<file path="config.mk">
export PLATFORM = sky130hd
export DESIGN_NAME = enc_level_ctrl
export DESIGN_NICKNAME = d
export VERILOG_FILES = /design/src/rtl/enc_level_ctrl.sv
export SDC_FILE = /design/constraint.sdc
export NUM_CORES = 1
export LEC_CHECK = 0
export CAP_MARGIN = 10
export CORE_ASPECT_RATIO = 0.6
export CORE_UTILIZATION = 35
export DETAILED_ROUTE_END_ITERATION = 12
export DONT_BUFFER_PORTS = 1
export SKIP_LAST_GASP = 1
export SYNTH_ARGS = -nofsm -noshare
export SYNTH_HDL_FRONTEND = slang
export SYNTH_SLANG_ARGS = --single-unit
</file>
<file path="constraint.sdc">
create_clock -name clk_i -period 4.6 [get_ports clk_i]
set_input_delay 0.92 -clock clk_i [delete_from_list [all_inputs] [get_ports clk_i]]
set_output_delay 0.92 -clock clk_i [all_outputs]
set_load 0.01 [all_outputs]
</file>
<file path="src/rtl/enc_level_ctrl.sv">
// Rotary-encoder level controller.
// Turns encoder detent pulses and button presses into per-channel light levels, runs the
// IDLE/ADJUST interaction FSM with an inactivity timeout, applies step acceleration with
// saturation, and offers change notifications to the light driver over valid/ready.
//
// Ports:
//   clk_i, rst_n_i            clock, asynchronous active-low reset
//   left_i, right_i, btn_i    one-cycle event pulses (CCW detent, CW detent, button)
//   level_o                   live levels, channel k at [k*LEVEL_W +: LEVEL_W]
//   sel_o                     selected channel
//   active_o                  high while in ADJUST
//   upd_valid_o/upd_ready_i   update handshake
//   upd_ch_o, upd_level_o     channel and level snapshot being offered
module enc_level_ctrl #(
  parameter int unsigned CLOCK_FREQ_MHZ = 100,
  parameter int unsigned CHANNELS       = 4,
  parameter int unsigned LEVEL_W        = 8,
  parameter int unsigned STEP           = 1,
  parameter int unsigned FAST_STEP      = 16,
  parameter int unsigned FAST_US        = 20000,
  parameter int unsigned TIMEOUT_MS     = 2000,
  localparam int unsigned ChW           = (CHANNELS > 1) ? $clog2(CHANNELS) : 1
) (
  input  logic                         clk_i,
  input  logic                         rst_n_i,
  input  logic                         left_i,
  input  logic                         right_i,
  input  logic                         btn_i,
  output logic [CHANNELS*LEVEL_W-1:0]  level_o,
  output logic [ChW-1:0]               sel_o,
  output logic                         active_o,
  output logic                         upd_valid_o,
  input  logic                         upd_ready_i,
  output logic [ChW-1:0]               upd_ch_o,
  output logic [LEVEL_W-1:0]           upd_level_o
);

  localparam int unsigned FastCycles    = CLOCK_FREQ_MHZ * FAST_US;
  localparam int unsigned TimeoutCycles = CLOCK_FREQ_MHZ * TIMEOUT_MS * 1000;
  localparam int unsigned FastW         = $clog2(FastCycles + 1);
  localparam int unsigned ToW           = $clog2(TimeoutCycles + 1);

  localparam logic [LEVEL_W:0] LevelMax  = {1'b0, {LEVEL_W{1'b1}}};
  localparam logic [LEVEL_W:0] StepSlow  = (LEVEL_W + 1)'(STEP);
  localparam logic [LEVEL_W:0] StepFast  = (LEVEL_W + 1)'(FAST_STEP);
  localparam logic [ChW-1:0]   LastCh    = ChW'(CHANNELS - 1);
  localparam logic [FastW-1:0] FastLimit = FastW'(FastCycles);
  localparam logic [ToW-1:0]   ToLast    = ToW'(TimeoutCycles - 1);

  typedef enum logic [0:0] {StIdle, StAdjust} state_e;
  typedef enum logic [1:0] {DirNone, DirLeft, DirRight} dir_e;

  state_e                           state_q, state_d;
  dir_e                             last_dir_q, last_dir_d;
  logic [FastW-1:0]                 fast_cnt_q, fast_cnt_d;
  logic [ToW-1:0]                   to_cnt_q, to_cnt_d;
  logic [ChW-1:0]                   sel_q, sel_d;
  logic [CHANNELS-1:0][LEVEL_W-1:0] level_q, level_d;
  logic [CHANNELS-1:0]              dirty_q, dirty_d;
  logic [ChW-1:0]                   rr_ptr_q, rr_ptr_d;
  logic                             upd_valid_q, upd_valid_d;
  logic [ChW-1:0]                   upd_ch_q, upd_ch_d;
  logic [LEVEL_W-1:0]               upd_level_q, upd_level_d;

  logic              in_adjust, rot_acc, btn_acc, activity, lvl_chg, hs;
  dir_e              rot_dir;
  logic [LEVEL_W:0]  step, cur, sum, diff;
  logic [LEVEL_W-1:0] lvl_new;
  logic              pick_found;
  logic [ChW-1:0]    pick_ch;
  int unsigned       idx;

  function automatic logic [ChW-1:0] wrap_inc(input logic [ChW-1:0] v);
    return (v == LastCh) ? '0 : v + 1'b1;
  endfunction

  // Event decode and level arithmetic
  always_comb begin
    in_adjust = (state_q == StAdjust);
    // Opposite rotations in the same cycle cancel and are not activity.
    rot_acc   = in_adjust & (left_i ^ right_i);
    btn_acc   = in_adjust & btn_i;
    activity  = rot_acc | btn_acc;
    rot_dir   = right_i ? DirRight : DirLeft;
    step      = ((fast_cnt_q < FastLimit) && (rot_dir == last_dir_q)) ? StepFast : StepSlow;
    cur       = {1'b0, level_q[sel_q]};
    sum       = cur + step;
    diff      = cur - step;
    if (right_i) begin
      lvl_new = (sum > LevelMax) ? LevelMax[LEVEL_W-1:0] : sum[LEVEL_W-1:0];
    end else begin
      // Borrow out of the extra bit means the result went below zero.
      lvl_new = diff[LEVEL_W] ? '0 : diff[LEVEL_W-1:0];
    end
    lvl_chg = rot_acc && (lvl_new != level_q[sel_q]);
  end

  // Interaction FSM, timeout and acceleration tracking
  always_comb begin
    state_d    = state_q;
    sel_d      = sel_q;
    to_cnt_d   = to_cnt_q;
    last_dir_d = last_dir_q;
    fast_cnt_d = fast_cnt_q;
    level_d    = level_q;

    unique case (state_q)
      StIdle: begin
        to_cnt_d = '0;
        if (btn_i) state_d = StAdjust;
      end
      StAdjust: begin
        if (btn_i) sel_d = wrap_inc(sel_q);
        if (activity) begin
          to_cnt_d = '0;
        end else if (to_cnt_q == ToLast) begin
          state_d    = StIdle;
          to_cnt_d   = '0;
          last_dir_d = DirNone;
        end else begin
          to_cnt_d = to_cnt_q + 1'b1;
        end
      end
      default: state_d = StIdle;
    endcase

    if (rot_acc) begin
      fast_cnt_d = '0;
      last_dir_d = rot_dir;
    end else if (fast_cnt_q < FastLimit) begin
      fast_cnt_d = fast_cnt_q + 1'b1;
    end

    if (lvl_chg) level_d[sel_q] = lvl_new;
  end

  // Update scheduler: round-robin over dirty channels starting at rr_ptr
  always_comb begin
    pick_found = 1'b0;
    pick_ch    = '0;
    idx        = 0;
    for (int unsigned i = 0; i < CHANNELS; i++) begin
      idx = 32'(rr_ptr_q) + i;
      if (idx >= CHANNELS) idx = idx - CHANNELS;
      if (!pick_found && dirty_q[ChW'(idx)]) begin
        pick_found = 1'b1;
        pick_ch    = ChW'(idx);
      end
    end

    hs          = upd_valid_q & upd_ready_i;
    dirty_d     = dirty_q;
    rr_ptr_d    = rr_ptr_q;
    upd_valid_d = upd_valid_q;
    upd_ch_d    = upd_ch_q;
    upd_level_d = upd_level_q;

    // A channel that moved since its snapshot was taken stays dirty so the newer
    // value is sent later; a change landing in this cycle also re-marks it below.
    if (hs && (level_q[upd_ch_q] == upd_level_q)) dirty_d[upd_ch_q] = 1'b0;
    if (lvl_chg) dirty_d[sel_q] = 1'b1;

    if (hs) begin
      upd_valid_d = 1'b0;
      rr_ptr_d    = wrap_inc(upd_ch_q);
    end else if (!upd_valid_q && pick_found) begin
      upd_valid_d = 1'b1;
      upd_ch_d    = pick_ch;
      upd_level_d = level_q[pick_ch];
    end
  end

  always_ff @(posedge clk_i or negedge rst_n_i) begin
    if (!rst_n_i) begin
      state_q     <= StIdle;
      last_dir_q  <= DirNone;
      fast_cnt_q  <= '0;
      to_cnt_q    <= '0;
      sel_q       <= '0;
      level_q     <= '0;
      dirty_q     <= '0;
      rr_ptr_q    <= '0;
      upd_valid_q <= 1'b0;
      upd_ch_q    <= '0;
      upd_level_q <= '0;
    end else begin
      state_q     <= state_d;
      last_dir_q  <= last_dir_d;
      fast_cnt_q  <= fast_cnt_d;
      to_cnt_q    <= to_cnt_d;
      sel_q       <= sel_d;
      level_q     <= level_d;
      dirty_q     <= dirty_d;
      rr_ptr_q    <= rr_ptr_d;
      upd_valid_q <= upd_valid_d;
      upd_ch_q    <= upd_ch_d;
      upd_level_q <= upd_level_d;
    end
  end

  assign level_o     = level_q;
  assign sel_o       = sel_q;
  assign active_o    = (state_q == StAdjust);
  assign upd_valid_o = upd_valid_q;
  assign upd_ch_o    = upd_ch_q;
  assign upd_level_o = upd_level_q;

endmodule

</file>
Word-level counts from Yosys, hierarchy flattened
Cells that the tools add are included.

Bits in registers: 103. Bits of input ports: 6. Output and inout port bits: 46.

$add $sub $neg: 13. $lt $le $gt $ge: 15. Equal/unequal tests: 7. Mux-type cells: 57. Bitwise gates (word level): 10. Reduce and logical (&&, ||, !) cells: 20.

Operators with widths (number): $mux W28 (2); $mux W8 (7); $pmux W28 S2 (1); $bmux W8 S2 (3); $mux W21 (2); $bwmux W32 (1); $mux W2 (15); $add A28 B1 Y28 const B (1); $eq A28 B28 Y1 const B (1); $add A21 B1 Y21 const B (1); $lt A2 B3 Y1 const B (7); $lt A21 B21 Y1 const B (1); $demux W8 S2 (1); $mux W1 (15); $add A8 B5 Y9 (1); $ge A3 B3 Y1 const B (3); $gt A9 B8 Y1 const B (1); $logic_and A1 B1 Y1 (9); $sub A8 B5 Y9 (1); $bmux W1 S2 (4); $eq A8 B8 Y1 (1); $mux W4 (2); $ne A8 B8 Y1 (1); $reduce_bool A2 Y1 (4); 22 further kinds (37).

Logic depth before layout (Yosys ltp)
Gate-level depths: netlist of run 1.

Word-level depth: 17. Mapped depth: 15.

Worst setup path before layout of run 1
No wires, ideal clock.

Path type: in2reg. Start point: input right_i. End point: register level_q, in the netlist level_o[12]. Library setup time: 125 ps. Data arrival time: 4115 ps. Required time: 4475 ps. Slack: 360 ps. Stages on the path: 14. Cell sequence: inv_1 > clkbuf_1 > nor3b_1 > o21ai_0 > ha_1 > ha_1 > nor2b_1 > o2bb2ai_1 > nand3_1 > a31o_1 > or3_4 > a211oi_4 > a21oi_4 > mux2_4.

Word-level cells in the longest chain between the ends: 10. Elaborated cells on any way between the ends: 15.

RTL lines: start: declaration (RTL line 27) `input logic right_i,`; $mux W2 (RTL line 84) `rot_dir = right_i ? DirRight : DirLeft;`; $eq A2 B2 Y1 (RTL line 85) `step = ((fast_cnt_q < FastLimit) && (rot_dir == last_dir_q)) ? StepFast : StepSlow;`; $logic_and A1 B1 Y1 (RTL line 85); $mux W5 (RTL line 85); $add A8 B5 Y9 (RTL line 87) `sum = cur + step;`; $gt A9 B8 Y1 (RTL line 90) `lvl_new = (sum > LevelMax) ? LevelMax[LEVEL_W-1:0] : sum[LEVEL_W-1:0];`; $mux W8 (RTL line 90); $mux W8 (RTL line 89) `if (right_i) begin`; $ne A8 B8 Y1 (RTL line 95) `lvl_chg = rot_acc && (lvl_new != level_q[sel_q]);`; $logic_and A1 B1 Y1 (RTL line 95); end signal: assignment (RTL line 192) `level_q <= level_d;`; end: declaration (RTL line 58) `logic [CHANNELS-1:0][LEVEL_W-1:0] level_q, level_d;`.

Several ways; a longest one is shown, not always the timed one. A chain may end at the register's enable or synchronous reset.

Worst setup path after layout of run 1
Start point: register fast_cnt_q[7]. End point: register level_q, in the netlist level_o[5].

Word-level cells in the longest chain between the ends: 9. Elaborated cells on any way between the ends: 12.

RTL lines: start: declaration (RTL line 55) `logic [FastW-1:0] fast_cnt_q, fast_cnt_d;`; start signal: assignment (RTL line 189) `fast_cnt_q <= fast_cnt_d;`; $lt A21 B21 Y1 (*) (RTL line 85); $logic_and A1 B1 Y1 (*) (RTL line 85); $mux W5 (*) (RTL line 85); $add A8 B5 Y9 (RTL line 87); $gt A9 B8 Y1 (RTL line 90); $mux W8 (RTL line 90); $mux W8 (*) (RTL line 89); $ne A8 B8 Y1 (RTL line 95); $logic_and A1 B1 Y1 (RTL line 95).

Mark *: on every way between the ends. The rest lies on a longest branch, timed or not.

==> results of run 1 <==
[Yosys cell counts (16+ instances only)]
master | instances | area [um^2]
xnor2_1 | 19 | 166
mux2i_1 | 27 | 270
inv_1 | 28 | 105
mux2_2 | 17 | 191
o21ai_0 | 18 | 90.1
ha_1 | 16 | 200
nand2_1 | 49 | 184
dfrtp_1 | 103 | 2580
mux2_4 | 16 | 240
nand3_1 | 23 | 115
xor2_1 | 36 | 315
mux4_2 | 16 | 360
a21oi_1 | 21 | 105
nor2_1 | 78 | 293
[worst max path at each step]
stage / startpoint / end / slack (ns) / depth (start not counted)
floorplan: right_i / level_o[12] / 0.36 / 14
global placement: right_i / level_o[5] / 0.37 / 13
detailed placement: right_i / level_o[5] / 0.26 / 13
CTS: fast_cnt_q[7] / level_o[5] / 0.34 / 14
global route: fast_cnt_q[7] / level_o[0] / 0.11 / 14
finish: fast_cnt_q[7] / level_o[5] / 0.29 / 14
[power groups by stage]
stage	registers (mW)	clock network (mW)	logic [mW]
after floorplan	1.40	0	1.92
after global placement	1.59	0	2.35
after detailed placement	1.61	0	2.36
after CTS	1.59	0.819	2.37
after global routing	1.63	0.860	2.61
final	1.59	0.793	2.40
[cells by family after synthesis]
kind of cell	after synthesis	synth area share
AND/OR/NAND/NOR	215	0.165
flip-flops	103	0.415
AO/OA/AOI/OAI	85	0.0998
buffers and inverters	52	0.0367
adder cells (fa/ha/maj)	16	0.0323
XOR/XNOR	55	0.0776
multiplexers	77	0.173
[sequential cells by signal, summed over array words and instances, names as in the netlist, 2 cells and up]
register	flops
to_cnt_q	28
sel_o	2
level_o	32
dirty_q	4
fast_cnt_q	21
rr_ptr_q	2
upd_level_o	8
upd_ch_o	2
last_dir_q	2
[worst register-to-register path, delay by kind of cell (launching register included)]
kind / cells / cell delay, ns
compound gates: 9 / 2.37
mux: 1 / 0.35
simple gates: 2 / 0.54
flops: 1 / 0.43
fa+ha+maj: 2 / 0.51
[cell type report]
cell class	count	area (um^2)
clock buffers	9	225
clock inverters	7	91.3
fillers	1684	10400
inverters	30	113
multi-input cells	448	3410
flip-flops and latches	103	2580
well taps	234	293
repair buffers	9	67.6
[stage by stage]
| step | cell area, um^2 | hold slack (ns) | cells | power (mW) |
|---|---|---|---|---|
| global placement | 6460 | 0.475 | 824 | 3.94 |
| CTS | 6780 | 0.231 | 840 | 4.78 |
| global route | 6780 | 0.218 | 840 | 5.10 |
| finish | 6780 | 0.235 | 840 | 4.78 |
| detailed placement | 6460 | 0.480 | 824 | 3.97 |
| floorplan | 6210 | 0.455 | 603 | 3.32 |
[layer usage]
metal,up-vias,track usage,share of wire
li1,2129,-,-
met1,2283,0.272,0.50
met2,133,0.266,0.42
met3,11,0.0517,0.068
met4,0,0.0301,0.0069
met5,-,0,0
==> flow_summary.ini, run 1 <==
[power]
power_density_nw_per_um2 = 705
max-vdd-ir-drop_v = 0.000284
p_switching_mw = 2.21
combPwrFrac = 0.502
p_int_mw = 2.57
p_leak_nw = 2.82
p_clk_frac = 0.166
switching_share = 0.462
seq_power_share = 0.333

[sta]
skew_ns = 0.0208
fin_ws_ns = 0.295
rsz0062_at_grt = false
setup_violations = 0
slew_headroom = 0.264
fmax_ghz = 0.232
maxSlewViolCount = 0
worstMarginPinSlew_ns = 1.10
min_period_ns = 4.31
fin_crit_sh = 0.936
hold_violations = 0
tns_ns = 0

[cells_and_area]
final_common_cell = dfrtp_1
final_cell_mix = dfrtp_1, nor2_1, nand2_1, xor2_1, inv_1
syn_to_final_growth_pct = 9.23
utilization = 0.394
drive_above_1_share = 0.149
diodes = 0
nets = 623

[clock_network]
clk_latency_ns = 0.36
cts_resized = 0
post_cts_buffers = 0
cts_tree = yes
clockBufferDepth = 2
cts-hold-fix-buffers = 0
clock-sinks = 103
cts_root_buf = clkbuf_16
clkTransAtPathRegs_ns = 0.09
numCtsBuffers = 9
cts_htree_levels = 3

[drt]
wl_per_cell_um = 18.9
viasPerCell = 5.42
drc = 0
vias = 4556
dr.pass1.iters = 4
wl_mm = 15.8
detail_route.iter0.violations = 322
antenna_left = 0

[synthesis]
synth_nets = 625
mappedNetlistArea_um2 = 6210
async_reset_ff_frac = 1.00
yosys_most_used_dff = dfrtp_1
yosys_warnings = 0
syn_avg_cell_area_um2 = 10.3
synthCells = 603
seq_area_frac_synth = 0.415
synth-seq-cells = 103
ys_types = 66
synth_edf_count = 0

[global_route]
grt_pass1_vias = 4657
grt_pass1_wl_mm = 26.4
grt_usage = 0.184
antenna_found_initial = 0
grt_max_degree = 104
grt_overflow = 0

[setup_path]
r2r_cells = 14
cpPeakStageDelay_ns = 0.49
critPathBufInv = 0
r2r_slack_ns = 0.29
r2r-end = level_o[5]
cp.arrival_ns = 4.55
r2r_start = fast_cnt_q[7]
start_kind = flip-flop
crit_path_max_fanout = 9
path_delay_family = compound AO/OA/AOI/OAI gates
critPathKind = reg2reg
worstPathCellList = o31ai_1 -> a21boi_1 -> o2111ai_1 -> o21ai_0 -> ha_1 -> ha_1 -> nor2b_1 -> a2bb2oi_1 -> o21ai_0 -> a31o_1 -> or3_4 -> a211oi_4 -> a21oi_4 -> mux2_4
cpMaxStageDelayCell = a211oi_4
required_ns = 4.85
critPathCaptureType = flip-flop

[floorplan]
die_y_um = 105
initial_core_util = 0.360
die-width_um = 174
ios = 52
core_area_um2 = 17200
die_area_um2 = 18300
rows = 37

[place]
pre_cts_ws_ns = 0.262
gp_congestion = 0.898
port_buffers = 0
place_hpwl_mm = 11.8

[flow_run]
cap_violations = 0

[outcome]
status = finished clean

[worst_hold_path]
min_path_type = in2async
Note: power is estimated with default switching activity, not from simulation.
==> inputs of run 2 (changes only) <==
==> constraint.sdc (replaced) <==
create_clock -name clk_i -period 3.7 [get_ports clk_i]
set_input_delay 0.74 -clock clk_i [delete_from_list [all_inputs] [get_ports clk_i]]
set_output_delay 0.74 -clock clk_i [all_outputs]
set_load 0.01 [all_outputs]
==> flow_summary.ini, run 2 (synthesized netlist as in run 1, its figures left out) <==
[power]
p_switching_mw = 2.98
p_clk_frac = 0.145
switching_share = 0.443
seq_power_share = 0.276
p_leak_nw = 3.09
combPwrFrac = 0.579
max-vdd-ir-drop_v = 0.000362
power_density_nw_per_um2 = 911
p_int_mw = 3.74

[cells_and_area]
seq_area_um2 = 2580
largest_reg_flops = 32
final_common_cell = dfrtp_1
fillers = 1630
syn_to_final_growth_pct = 18.8
multi_input_area_um2 = 3600
drive_above_1_share = 0.248
final_cell_mix = dfrtp_1, nor2_1, nand2_1, buf_4, xor2_1
diodes = 0
nets = 670

[global_route]
grt_usage = 0.183
grt_pass1_wl_mm = 26.2
grt_pass1_vias = 4677
grt_overflow = 0
grt_max_degree = 104
antenna_found_initial = 0

[setup_path]
critPathKind = reg2reg
critPathCaptureType = flip-flop
cp-startpoint = sel_o[0]
start_kind = flip-flop
crit_path_max_fanout = 6
cp.arrival_ns = 3.88
required_ns = 3.97
r2r_start = sel_o[0]

[worst_hold_path]
min_path_type = in2async

[floorplan]
ios = 52
initial_core_util = 0.360
core_area_um2 = 17200
die_area_um2 = 18300
die_y_um = 105
rows = 37
die-width_um = 174

[clock_network]
cts_htree_levels = 3
cts-hold-fix-buffers = 0
numCtsBuffers = 9
cts_tree = yes
clkTransAtPathRegs_ns = 0.08
clock-sinks = 103
clk_latency_ns = 0.35
clockBufferDepth = 2
cts_root_buf = clkbuf_16

[sta]
holdWs_ns = 0.0808
worstMarginPinSlew_ns = 1.14
fin_crit_sh = 0.975
rsz0062_at_grt = true
hold_violations = 0
skew_ns = 0.0103
maxSlewViolCount = 0
setup_violations = 0
slew_headroom = 0.236
fin_ws_ns = 0.0925
fmax_ghz = 0.277
min_period_ns = 3.61

[outcome]
status = finished clean

[drt]
wl_per_cell_um = 18.5
drc = 0
vias = 4880
wl_mm = 16.4
detail_route.iter0.violations = 511
viasPerCell = 5.50
dr.pass1.iters = 7
antenna_left = 0

[place]
place_hpwl_mm = 12.1
pre_cts_ws_ns = -0.0985
gp_congestion = 0.939
port_buffers = 0

[flow_run]
cap_violations = 0
[run 2: per-stage QoR]
step / area, um^2 / setup TNS [ns] / instances / power (mW) / util
final: 7370 / 0 / 887 / 6.72 / 0.428
after global routing: 7370 / -1.31 / 887 / 7.11 / 0.428
after floorplan: 6300 / 0 / 603 / 4.27 / -
after global placement: 6820 / -1.34 / 859 / 5.24 / 0.396
after detailed placement: 6820 / -1.97 / 859 / 5.30 / 0.396
after CTS: 7210 / 0 / 877 / 6.46 / 0.418
[run 2: path summary, 6_finish.rpt]
path	endpoint	slack, ns	cells after the start
max in group asynchronous	fast_cnt_q[7]	3.43	0
hold / removal	upd_level_o[5]	0.08	0
setup / recovery	level_o[14]	0.09	15
hold reg to reg	to_cnt_q[0]	0.50	1
setup reg to reg	level_o[14]	0.09	15
min in group clk_i	upd_valid_o	0.48	1
[run 2: timing repair]
action / in CTS / in global routing
setup endpoints to repair: 30 / 36
buffers inserted: 2 / 10
pin swaps: 4 / 10
resized for setup: 8 / 21
[run 2: layer usage]
| metal | wire length, um | vias to the layer above | GRT usage |
|---|---|---|---|
| met5 | 0 | - | 0 |
| met4 | 101 | 0 | 0.0301 |
| met3 | 1350 | 8 | 0.0619 |
| met2 | 6890 | 133 | 0.261 |
| met1 | 8050 | 2512 | 0.270 |
| li1 | - | 2227 | - |
[run 2: cell type report]
cell class / instances / share of cell area
multi-input combinational: 448 / 0.488
sequential: 103 / 0.350
timing repair buffer: 56 / 0.0647
tap: 234 / 0.0397
clock buffer: 9 / 0.0305
inverter: 30 / 0.0153
clock inverter: 7 / 0.0117
[run 2: power groups by stage]
stage	Sequential (mW)	Clock [mW]	Combinational, mW
after floorplan	1.74	0	2.53
after global placement	1.86	0	3.38
after detailed placement	1.87	0	3.42
after CTS	1.85	1.00	3.61
after global routing	1.89	1.04	4.18
final	1.86	0.973	3.89
[run 2: worst max-delay path: stages, from the launching register on]
cell and delay [ns]:
dfrtp_2 0.49, mux4_2 0.59, inv_1 0.12, ha_4 0.15, ha_4 0.14, nand2_2 0.05, o22a_1 0.25, o21ai_4 0.24
buf_4 0.15, a2111oi_2 0.07, a311oi_4 0.34, a211oi_4 0.07, buf_12 0.15, a21oi_4 0.34, buf_6 0.19, mux2i_1 0.20
